[config.mk]
export PLATFORM = sky130hd
export DESIGN_NAME = reset_sequencer
export DESIGN_NICKNAME = d
export VERILOG_FILES = /design/src/rtl/reset_sequencer.sv
export SDC_FILE = /design/constraint.sdc
export NUM_CORES = 1
export LEC_CHECK = 0
export ABC_AREA = 1
export CAP_MARGIN = 20
export CORE_ASPECT_RATIO = 1.2
export CORE_MARGIN = 5
export CORE_UTILIZATION = 25
export CTS_BUF_LIST = sky130_fd_sc_hd__clkbuf_8
export CTS_CLUSTER_DIAMETER = 100
export CTS_CLUSTER_SIZE = 28
export DETAILED_ROUTE_END_ITERATION = 10
export PLACE_DENSITY = 0.53
export SYNTH_ARGS = -nofsm -noshare
export SYNTH_HDL_FRONTEND = slang
export SYNTH_SLANG_ARGS = --single-unit
[constraint.sdc]
create_clock -name clk -period 1.4 [get_ports clk]
set_clock_uncertainty 0.1 [all_clocks]
set_input_delay 0.35 -clock clk [delete_from_list [all_inputs] [get_ports clk]]
set_output_delay 0.35 -clock clk [all_outputs]
set_load 0.01 [all_outputs]
[src/rtl/reset_sequencer.sv]
// rtl/reset_sequencer.sv - staged release of per-channel active-low resets
module reset_sequencer #(
    parameter int NUM_CH      = 3,
    parameter int SYNC_STAGES = 2,
    parameter int HOLD_CYCLES = 16,
    parameter int STEP_CYCLES = 8
) (
    input  logic              clk,
    input  logic              rst,
    input  logic              ext_rstn,
    input  logic              sw_rst,
    output logic [NUM_CH-1:0] ch_rstn,
    output logic              done
);

    localparam int MAX_CYCLES = (HOLD_CYCLES > STEP_CYCLES) ? HOLD_CYCLES : STEP_CYCLES;
    localparam int CNT_W      = $clog2(MAX_CYCLES) + 1;
    localparam int IDX_W      = (NUM_CH > 1) ? $clog2(NUM_CH + 1) : 1;

    localparam logic [CNT_W-1:0] HOLD_LAST = CNT_W'(HOLD_CYCLES - 1);
    localparam logic [CNT_W-1:0] STEP_LAST = CNT_W'(STEP_CYCLES - 1);
    localparam logic [IDX_W-1:0] IDX_LAST  = IDX_W'(NUM_CH - 1);

    typedef enum logic [1:0] {
        HOLD = 2'd0,
        STEP = 2'd1,
        RUN  = 2'd2
    } state_t;

    state_t                 r_state;
    state_t                 w_state_nxt;
    logic [SYNC_STAGES-1:0] r_sync;
    logic [CNT_W-1:0]       r_cnt;
    logic [CNT_W-1:0]       w_cnt_nxt;
    logic [IDX_W-1:0]       r_idx;
    logic [IDX_W-1:0]       w_idx_nxt;
    logic [NUM_CH-1:0]      r_ch_rstn;
    logic [NUM_CH-1:0]      w_ch_nxt;
    logic [NUM_CH:0]        w_ch_shift;
    logic                   r_done;
    logic                   w_done_nxt;
    logic                   w_ext_sync;
    logic                   w_req;

    assign w_ext_sync = r_sync[SYNC_STAGES-1];
    assign w_req      = ~w_ext_sync | sw_rst;
    // Shifting a 1 in at the bottom releases the next channel and keeps the thermometer shape.
    assign w_ch_shift = {r_ch_rstn, 1'b1};

    always_comb begin
        w_state_nxt = r_state;
        w_cnt_nxt   = r_cnt;
        w_idx_nxt   = r_idx;
        w_ch_nxt    = r_ch_rstn;
        w_done_nxt  = r_done;
        case (r_state)
            HOLD: begin
                w_ch_nxt   = '0;
                w_done_nxt = 1'b0;
                w_idx_nxt  = '0;
                if (w_req) begin
                    w_cnt_nxt = '0;
                end else if (r_cnt == HOLD_LAST) begin
                    w_cnt_nxt   = '0;
                    w_ch_nxt[0] = 1'b1;
                    if (NUM_CH == 1) begin
                        w_state_nxt = RUN;
                        w_done_nxt  = 1'b1;
                    end else begin
                        w_state_nxt = STEP;
                        w_idx_nxt   = IDX_W'(1);
                    end
                end else begin
                    w_cnt_nxt = r_cnt + CNT_W'(1);
                end
            end
            STEP: begin
                if (w_req) begin
                    w_state_nxt = HOLD;
                    w_cnt_nxt   = '0;
                    w_idx_nxt   = '0;
                    w_ch_nxt    = '0;
                    w_done_nxt  = 1'b0;
                end else if (r_cnt == STEP_LAST) begin
                    w_cnt_nxt = '0;
                    w_ch_nxt  = w_ch_shift[NUM_CH-1:0];
                    w_idx_nxt = r_idx + IDX_W'(1);
                    if (r_idx == IDX_LAST) begin
                        w_state_nxt = RUN;
                        w_done_nxt  = 1'b1;
                    end
                end else begin
                    w_cnt_nxt = r_cnt + CNT_W'(1);
                end
            end
            RUN: begin
                if (w_req) begin
                    w_state_nxt = HOLD;
                    w_cnt_nxt   = '0;
                    w_idx_nxt   = '0;
                    w_ch_nxt    = '0;
                    w_done_nxt  = 1'b0;
                end
            end
            default: begin
                w_state_nxt = HOLD;
                w_cnt_nxt   = '0;
                w_idx_nxt   = '0;
                w_ch_nxt    = '0;
                w_done_nxt  = 1'b0;
            end
        endcase
    end

    always_ff @(posedge clk) begin
        if (rst) begin
            r_sync    <= '0;
            r_state   <= HOLD;
            r_cnt     <= '0;
            r_idx     <= '0;
            r_ch_rstn <= '0;
            r_done    <= 1'b0;
        end else begin
            r_sync    <= {r_sync[SYNC_STAGES-2:0], ext_rstn};
            r_state   <= w_state_nxt;
            r_cnt     <= w_cnt_nxt;
            r_idx     <= w_idx_nxt;
            r_ch_rstn <= w_ch_nxt;
            r_done    <= w_done_nxt;
        end
    end

    assign ch_rstn = r_ch_rstn;
    assign done    = r_done;

endmodule

==> key figures <==
Status
  • Status: finished with violations
  • Failing checks: setup timing

Clock tree
  • CTS Buf Count: 3
  • Sink Count: 15
  • Clock transition at path regs: approximately 60 ps
  • H-tree levels: 1
  • Clock Path Buffers: 2
  • CTS tree: yes
  • Setup Buffers After CTS: 0
  • Hold buffer count at CTS: 0
  • Clk_lat worst skew: 250 ps
  • Root buf cell: clkbuf_8

Synth
  • Synth top cells by count: nand2_1, inv_1, nor2_1
  • Post-synth EDFFs: 0
  • Seq cells post-synth: 15
  • Synth Warn #: 0
  • Most numerous cell in the Yosys netlist: nand2_1
  • Cells after Synth: 115
  • Largest area contributor in the netlist: dfxtp_1
  • Unique masters post-synth: 16
  • Synth Net Count: 123
  • Post-synth ARST share: 0%
  • Ys flop type: dfxtp_1
  • Post-synthesis sequential area ratio: 37.6%
  • Avg Inst Size Synth: 6.94 um2
  • Area contributors post-synth: dfxtp_1, nand2_1, inv_1
  • Mapped Area: about 800 um2
  • Yosys top cell area share: around 38%

Min path
  • Worst hold path stage count: 2
  • Worst min path class: reg2reg

Power
  • Pwr Density: 732 nW/um2
  • Max VDD drop: about 0.45 mV
  • Leakage: 0.543 nW

Die
  • Num rows: 22
  • Core box area: 3080 um2
  • Ports: 8
  • Die Ht: around 72 um
  • Initial core utilization: 25.9%
  • Die ar.: 4430 um2
  • Width of the die: about 62 um

Place
  • IO buf count: 7
  • Post-DP Area: 997 um2
  • GP Congestion: 0.788
  • DP Cell Count: 168
  • HPWL Detailed: 1310 um

Drt
  • Drt total wl: 1770 um
  • Drt first pass iters: 4
  • Wire length per cell: 10.3 um
  • Initial drt markers: 10
  • # DRC: 0
  • Vias per inst: 4.27
  • Routed Antenna Nets: 0
  • Via count: 734

Global route
  • Largest net degree at the start of global routing: 9
  • Vias in the first global route: 759
  • GR Overflow Total: 0
  • Initial antenna violation count: 0
  • Aggregate global-route resource usage: 8.85%
  • First-pass GRT wire length: 3010 um

Timing
  • Unrepaired setup endpoints after global routing: yes
  • Slew Limit Fails: 0
  • Fin crit share: 102%
  • Final WS setup: -24.7 ps
  • Max Freq: between 0.7 and 0.8 GHz
  • Worst Hold Slack: 305 ps
  • Slew HR: 86.4%
  • Final Hold Fails: 0
  • Final Setup Violations: 6
  • Pin slew with the least headroom to its limit: 202 ps
  • Final period demand of the worst path: 1420 ps

Layout
  • Share of post-route cells with drive strength above 1: 31.6%
  • Fill cells: 330
  • Layout area overhead: 40.0%
  • Post-Layout Cell Count: 172
  • Ant diodes: 0
  • Nets: 145
  • Core Util, Final: 36.2%
  • Post-route cell area: 1120 um2

Critical path
  • CP max FO: 3
  • Register-to-Register Path Depth: 11
  • Req. time, crit path: 1450 ps
  • CP Capture Type: register
  • Setup crit start kind: register
  • WP data arrival: about 1500 ps
  • Critical path class: reg2reg

Job
  • Maximum capacitance violations: 0
-- placed cells by master (no fill, tap or decap), drive strengths merged, types with 3 or more instances in the layout --
cell,n
nand2,34
inv,21
nor2,21
dfxtp,15
buf,11
a21oi,7
nand3,6
dlygate4sd2,5
o21ai,4
ha,4
clkbuf,3
-- final timing paths --
| check | from | to | slack [ps] |
|---|---|---|---|
| max reg2reg | r_cnt[0] | r_cnt[1] | -20 |
| min reg2reg | r_sync[0] | r_sync[1] | 300 |
| min | r_sync[0] | r_sync[1] | 300 |
| max | r_cnt[0] | r_cnt[1] | -20 |
-- final cells by class --
class	count	area (um2)	area share (%)
timing repair buffer	18	146	13.1
sequential	15	303	27.1
multi-input combinational	79	498	44.6
tap	36	45.0	4.03
inverter	20	80.1	7.17
clock buffer	3	41.3	3.70
clock inverter	1	3.75	0.336
-- through the flow --
stage	TNS [ps]	setup slack (ps)	total power, W
after global placement	-3280	-285	0.000478
after detailed placement	-3430	-303	0.000479
after CTS	-53.9	-31.6	0.000827
after global routing	-816	-118	0.000847
after floorplan	0	6.91	0.000459
final	-105	-24.7	0.000818
-- critical path: stages (launching register included) --
cell and delay [ps]:
dfxtp_2 360, ha_4 150, nand2_4 70, nor2_4 130, ha_4 170, inv_4 30
nand2_4 70, nand2_4 60, nand2_2 60, nand2_1 40, nand2_1 50, inv_1 40
-- flip-flops by register name, indices dropped and copies added (netlist names) --
register  cells
r_cnt         5
ch_rstn       3
r_idx         2
r_state       2
r_sync        2
done          1
-- power breakdown --
group / total, W / internal (W) / leakage, nW / switching [W]
registers: 0.000433 / 0.000431 / 0.122 / 0.00000225
clock network: 0.000344 / 0.000194 / 0.0269 / 0.000150
logic: 0.0000403 / 0.0000190 / 0.394 / 0.0000214
-- cell families after synthesis --
group / after synthesis / share of synthesized area [%]
fa+ha+maj: 4 / 6.27
xor+xnor: 1 / 1.10
simple gates: 63 / 37.5
buf+inv: 21 / 10.7
flops: 15 / 37.6
compound gates: 11 / 6.90
-- metal layers --
layer | up-vias | part of all wire [%] | global-route usage [%] | wire length (um)
li1 | 392 | - | - | -
met1 | 335 | 43 | 10.1 | 755
met2 | 5 | 54 | 15.1 | 962
met3 | 2 | 1.8 | 1.78 | 32
met4 | 0 | 0.91 | 4.48 | 16
met5 | - | 0 | 0 | 0
-- what timing repair did --
item,in CTS,in global routing
resized for setup,14,15
pin swaps,3,8
endpoints found under the setup margin,15,11
Note: power is estimated with default switching activity, not from simulation.
